--- src/rtl/serial_word_receiver_if.sv ---
// Handshake/data bundle between a serial transmitter/consumer and serial_word_receiver.
// parity_err exists only when SERIAL_WORD_RECEIVER_PARITY_EN is defined.
interface serial_word_receiver_if #(parameter int WIDTH = 12);
  logic             frame_start;
  logic             shift;
  logic             serial_data_in;
  logic             data_ready;
  logic [WIDTH-1:0] data_out;
  logic             data_valid;
  logic             overrun;
  logic             frame_err;
`ifdef SERIAL_WORD_RECEIVER_PARITY_EN
  logic             parity_err;
`endif

  modport master (
    output frame_start, shift, serial_data_in, data_ready,
    input  data_out, data_valid, overrun, frame_err
`ifdef SERIAL_WORD_RECEIVER_PARITY_EN
    , input parity_err
`endif
  );

  modport slave (
    input  frame_start, shift, serial_data_in, data_ready,
    output data_out, data_valid, overrun, frame_err
`ifdef SERIAL_WORD_RECEIVER_PARITY_EN
    , output parity_err
`endif
  );
endinterface

--- src/rtl/serial_word_receiver.sv ---
// MSB-first serial word receiver with a one-deep output register; optional trailing
// even-parity bit when SERIAL_WORD_RECEIVER_PARITY_EN is defined.
// state | meaning
// IDLE  | no frame open, shifts ignored
// RECV  | frame open, bit counter active
module serial_word_receiver #(
  parameter int WIDTH = 12
) (
  input logic                   clk,
  input logic                   rst_n,
  serial_word_receiver_if.slave bus
);
`ifdef SERIAL_WORD_RECEIVER_PARITY_EN
  localparam int N = WIDTH + 1;
`else
  localparam int N = WIDTH;
`endif
  localparam int CNT_W = $clog2(WIDTH + 2);
  localparam logic [CNT_W-1:0] LAST = CNT_W'(N - 1);

  typedef enum logic {IDLE, RECV} state_t;

  state_t           state, state_nxt;
  logic [CNT_W-1:0] cnt, cnt_nxt;
  // Only the first N-1 bits are stored; the final bit is taken straight from the line.
  logic [N-2:0]     sreg, sreg_nxt;
  logic [N-1:0]     frame_word;
  logic             done;
  logic             abort;
  logic [WIDTH-1:0] word_nxt;
  logic [WIDTH-1:0] data_q;
  logic             valid_q;
  logic             overrun_q;
  logic             frame_err_q;

  assign frame_word = {sreg, bus.serial_data_in};

`ifdef SERIAL_WORD_RECEIVER_PARITY_EN
  logic perr_nxt;
  logic perr_q;
  assign word_nxt       = frame_word[N-1:1];
  assign perr_nxt       = ^frame_word;
  assign bus.parity_err = perr_q;
`else
  assign word_nxt = frame_word;
`endif

  always_ff @(posedge clk) begin
    if (!rst_n) begin
      state <= IDLE;
      cnt   <= '0;
      sreg  <= '0;
    end else begin
      state <= state_nxt;
      cnt   <= cnt_nxt;
      sreg  <= sreg_nxt;
    end
  end

  always_comb begin
    state_nxt = state;
    cnt_nxt   = cnt;
    sreg_nxt  = sreg;
    done      = 1'b0;
    abort     = 1'b0;
    if (bus.frame_start) begin
      abort     = (state == RECV) && (cnt != '0);
      state_nxt = RECV;
      cnt_nxt   = bus.shift ? CNT_W'(1) : '0;
      sreg_nxt  = bus.shift ? {{(N-2){1'b0}}, bus.serial_data_in} : '0;
    end else if (state == RECV && bus.shift) begin
      if (cnt == LAST) begin
        done      = 1'b1;
        state_nxt = IDLE;
        cnt_nxt   = '0;
        sreg_nxt  = '0;
      end else begin
        cnt_nxt  = cnt + 1'b1;
        sreg_nxt = {sreg[N-3:0], bus.serial_data_in};
      end
    end
  end

  always_ff @(posedge clk) begin
    if (!rst_n) begin
      data_q      <= '0;
      valid_q     <= 1'b0;
      overrun_q   <= 1'b0;
      frame_err_q <= 1'b0;
`ifdef SERIAL_WORD_RECEIVER_PARITY_EN
      perr_q      <= 1'b0;
`endif
    end else begin
      overrun_q   <= 1'b0;
      frame_err_q <= abort;
      if (done && (!valid_q || bus.data_ready)) begin
        data_q  <= word_nxt;
        valid_q <= 1'b1;
`ifdef SERIAL_WORD_RECEIVER_PARITY_EN
        perr_q  <= perr_nxt;
`endif
      end else begin
        // A completed word with a full, unaccepted output register is dropped.
        if (done) overrun_q <= 1'b1;
        if (valid_q && bus.data_ready) valid_q <= 1'b0;
      end
    end
  end

  assign bus.data_out   = data_q;
  assign bus.data_valid = valid_q;
  assign bus.overrun    = overrun_q;
  assign bus.frame_err  = frame_err_q;
endmodule

--- src/flat_wrapper.sv ---
// flat-port wrapper written by rule: the top's interface ports become plain ports
module serial_word_receiver_flat 
#(
  parameter int WIDTH = 12
)
  (clk, rst_n, bus_frame_start, bus_shift, bus_serial_data_in, bus_data_ready, bus_data_out, bus_data_valid, bus_overrun, bus_frame_err);
  serial_word_receiver_if #(.WIDTH(WIDTH)) bus_i ();
  input logic clk;
  input logic rst_n;
  input wire logic [$bits(bus_i.frame_start)-1:0] bus_frame_start;
  input wire logic [$bits(bus_i.shift)-1:0] bus_shift;
  input wire logic [$bits(bus_i.serial_data_in)-1:0] bus_serial_data_in;
  input wire logic [$bits(bus_i.data_ready)-1:0] bus_data_ready;
  output wire logic [$bits(bus_i.data_out)-1:0] bus_data_out;
  output wire logic [$bits(bus_i.data_valid)-1:0] bus_data_valid;
  output wire logic [$bits(bus_i.overrun)-1:0] bus_overrun;
  output wire logic [$bits(bus_i.frame_err)-1:0] bus_frame_err;
  assign bus_i.frame_start = bus_frame_start;
  assign bus_i.shift = bus_shift;
  assign bus_i.serial_data_in = bus_serial_data_in;
  assign bus_i.data_ready = bus_data_ready;
  assign bus_data_out = bus_i.data_out;
  assign bus_data_valid = bus_i.data_valid;
  assign bus_overrun = bus_i.overrun;
  assign bus_frame_err = bus_i.frame_err;
  serial_word_receiver #(.WIDTH(WIDTH)) u_core (.clk(clk), .rst_n(rst_n), .bus(bus_i));
endmodule
--- config.mk ---
export PLATFORM = sky130hd
export DESIGN_NAME = serial_word_receiver_flat
export DESIGN_NICKNAME = d
export VERILOG_FILES = /design/src/rtl/serial_word_receiver_if.sv /design/src/rtl/serial_word_receiver.sv /design/src/flat_wrapper.sv
export SDC_FILE = /design/constraint.sdc
export NUM_CORES = 1
export LEC_CHECK = 0
export BUFFER_PORTS_ARGS = -buffer_cell sky130_fd_sc_hd__clkbuf_2
export CAP_MARGIN = 20
export CORE_MARGIN = 5
export CORE_UTILIZATION = 25
export CTS_CLUSTER_DIAMETER = 80
export CTS_CLUSTER_SIZE = 25
export DETAILED_ROUTE_END_ITERATION = 10
export PLACE_DENSITY_LB_ADDON = 0.08
export SYNTH_ARGS = -nofsm -noshare
export SYNTH_HDL_FRONTEND = slang
export SYNTH_SLANG_ARGS = --single-unit
--- constraint.sdc ---
create_clock -name clk -period 4.4 [get_ports clk]
set_input_delay 0.22 -clock clk [delete_from_list [all_inputs] [get_ports clk]]
set_output_delay 0.22 -clock clk [all_outputs]
set_load 0.005 [all_outputs]
==> metrics.md <==
| Metric | Value |
|---|---|
| Number of fill cells | `between 500 and 600` |
| Htree depth | `2` |
| Post-CTS Setup Bufs | `0` |
| Net Sw Frac | `between 20% and 30%` |
| Critical Path RT | `around 4.6 ns` |
| Tmin final | `between 1.5 and 2 ns` |
| HPWL after DPL | `between 1500 and 2000 um` |
| Vias in the first global route | `approximately 970` |
| Largest net degree at the start of global routing | `30` |
| Initial Utilization | `roughly 25%` |
| Syn_nets | `145` |
| Synth cell types | `25` |
| FFs w/ async S/R, synth | `0%` |
| Total number of vias | `approximately 1000` |
| Max Transition Viols Final | `0` |
| Multi-input gate area | `between 500 and 600 um^2` |
| Final Cycle Share | `around 44%` |
| HP Class | `input port to flip-flop` |
| TritonRoute pass-1 iters | `4` |
| GP Congestion | `around 0.7` |
| Max Fclk | `~510 MHz` |
| Sinks on Clock Net | `31` |
| Clock root cell | `clkbuf_8` |
| Synth Area in XOR/XNOR | `0%` |
| Vias per cell | `between 4 and 5` |
| Number of antenna-violating nets in the routed design | `0` |
| YS warnings | `0` |
| Drt wl/cell | `12.6 um` |
| Post-synthesis mux area share | `a little over a tenth` |
| Synth Register Bits | `31` |
| IO Port Bufs | `20` |
| Compound-gate portion of the synthesized area | `between 10% and 20%` |
| Clk pwr share | `between 40 and 50%` |
| Core area | `around 5000 um^2` |
| # IOs | `21` |
| DRC viols | `0` |
| Max_cap viols | `0` |
| Worst-Margin Slew | `roughly 1.0 ns` |
| WHS | `~0.18 ns` |
| Status | `finished clean` |
| Logic pwr share | `under 10%` |
| Final wirelength | `approximately 2800 um` |
| All-Layer GR Usage | `just under 10%` |
| Post-Syn Area per Cell | `~9.4 um^2` |
| Part of the Yosys area used for sequential elements | `48.3%` |
| Clk Latency, worst-skew pair | `0.28 ns` |
| Post-synth EDFFs | `0` |
| CP Launch Type | `flip-flop` |
| Synthesized area | `roughly 1300 um^2` |
| Largest family of logic cells by synthesized area | `simple AND/OR/NAND/NOR gates` |
| # hold bufs at CTS | `0` |
| Worst Path Arrival | `roughly 2.2 ns` |
| Share of the synthesized area in the top cell type | `about half` |
| Pleak | `0.000589 uW` |
| Top_reg_cell synth | `dfxtp_1` |
| Post-CTS resize count | `0` |
| Skew final | `about 0.0095 ns` |
| CP Max Fanout | `16` |
| CTS Buf Count | `5` |
| Power Dens Cells | `355 nW/um^2` |
| Crit path kind | `flip-flop to flip-flop` |
| Longest Clk Path Bufs | `2` |
| Die H | `approximately 80 um` |
| Count leader, synth | `dfxtp_1` |
| CP Capture Type | `flip-flop` |
| Cells taking the most area after synthesis | `dfxtp_1 (48%), mux2i_1 (11%), nand2_1 (8.2%), a32oi_1 (7.5%), nor2_1 (4.1%)` |
| Reg power frac | `53.6%` |
| Synth Area in Simple Gates | `about a quarter` |
| First-pass GRT wire length | `4840 um` |
| GR Overflow Total | `0` |
| Synth Area in Adders | `1.95%` |
| Final Core Density | `approximately 30%` |
| Internal | `between 400 and 500 uW` |
| Die W | `~82 um` |
| ANT cells | `0` |
| Initial antenna violation count | `0` |
| Rows | `26` |
| Fraction of layout cells with a size suffix above 1 | `approximately 19%` |
| Area Overhead vs Synth | `17.0%` |
| Commonest cells in the netlist | `dfxtp_1 (31), nand2_1 (28), mux2i_1 (14), nor2_1 (14), a32oi_1 (11)` |
| Nets | `approximately 160` |
| CTS tree | `built` |
| Die area | `6670 um^2` |
| Maximum VDD drop | `approximately 0.098 mV` |
| # setup viols final | `0` |
| Clk pin slew, worst setup/hold paths | `0.07 ns` |
| Cells after synthesis | `~140` |
| Worst slew margin | `about a third` |
| Sw Pwr | `roughly 120 uW` |
| RSZ-0062 raised after global routing | `false` |
| DR iter-0 viols | `between 60 and 70` |
| Largest area contributor in the synthesized netlist | `dfxtp_1` |
| Final number of hold-violating endpoints | `0` |
| Register Area | `roughly 620 um^2` |
| Final setup TNS | `0 ns` |
worst max-delay path, cell delays in order, from the launching register on:
cell      delay (ns)
dfxtp_1         0.40
ha_1            0.24
nand3b_4        0.21
nor3b_4         0.73
mux2i_1         0.27
registers in the layout, summed over array words and instances (netlist names):
name / cells
u_core.state: 1
u_core.sreg: 11
u_core.cnt: 4
u_core.bus.overrun: 1
u_core.bus.data_out: 12
u_core.bus.frame_err: 1
u_core.bus.data_valid: 1
logic make-up (layout without fill, tap and decap cells):
| group | count (synthesis) | after routing |
|---|---|---|
| buffers and inverters | 13 | 30 |
| AO/OA/AOI/OAI | 18 | 18 |
| adder cells (fa/ha/maj) | 2 | 2 |
| flip-flops | 31 | 31 |
| multiplexers | 14 | 14 |
| AND/OR/NAND/NOR | 59 | 59 |
layer usage:
metal	GRT usage (%)	up-vias	part of all wire, %
met2	14.8	24	47
met5	0	-	0
li1	-	505	-
met4	4.49	0	1.3
met3	4.17	4	6.9
met1	12.0	487	45
placed cells by master (no fill, tap or decap), drive strengths merged:
cell type,instances
nand2b,2
and3b,1
clkinv,1
ha,2
nor3,1
nor4,1
a21oi,4
clkbuf,26
nand2,28
nor2,14
a31oi,1
o21ai,2
nand3,5
and2,1
nor3b,1
dfxtp,31
nor2b,2
or3,1
nand3b,2
mux2i,14
inv,3
a32oi,11
stage by stage:
step                      setup WS (ns)  instances  instance area [um^2]  power [uW]
after floorplan                    3.03        137                  1280         310
after global placement             2.47        217                  1420         315
after detailed placement           2.42        217                  1420         315
after CTS                          2.39        224                  1500         545
after global routing               2.27        224                  1500         562
final                              2.45        224                  1500         534
cell type report:
cell class	count	area share, %
Sequential cell	31	41.3
Clock buffer	6	5.49
Multi-Input combinational cell	93	39.7
Tap cell	70	5.82
Timing Repair Buffer	20	6.66
Inverter	3	0.749
Clock inverter	1	0.333
path summary, 6_finish.rpt:
check / cells past startpoint / end / slack, ns / start
min reg2reg: 2 / u_core.bus.data_out[1] / 0.46 / u_core.bus.data_out[1]
max: 4 / u_core.bus.data_out[7] / 2.45 / u_core.cnt[0]
max reg2reg: 4 / u_core.bus.data_out[7] / 2.45 / u_core.cnt[0]
min: 3 / u_core.bus.data_out[0] / 0.18 / bus_serial_data_in
power by group through the flow:
stage | clock [uW] | combinational, uW | sequential [uW]
after CTS | 236 | 22.7 | 286
final | 225 | 22.5 | 286
after global routing | 250 | 25.9 | 286
after detailed placement | 0 | 22.5 | 292
after floorplan | 0 | 19.4 | 290
after global placement | 0 | 22.7 | 292
Power figures use the tool's default switching activity.
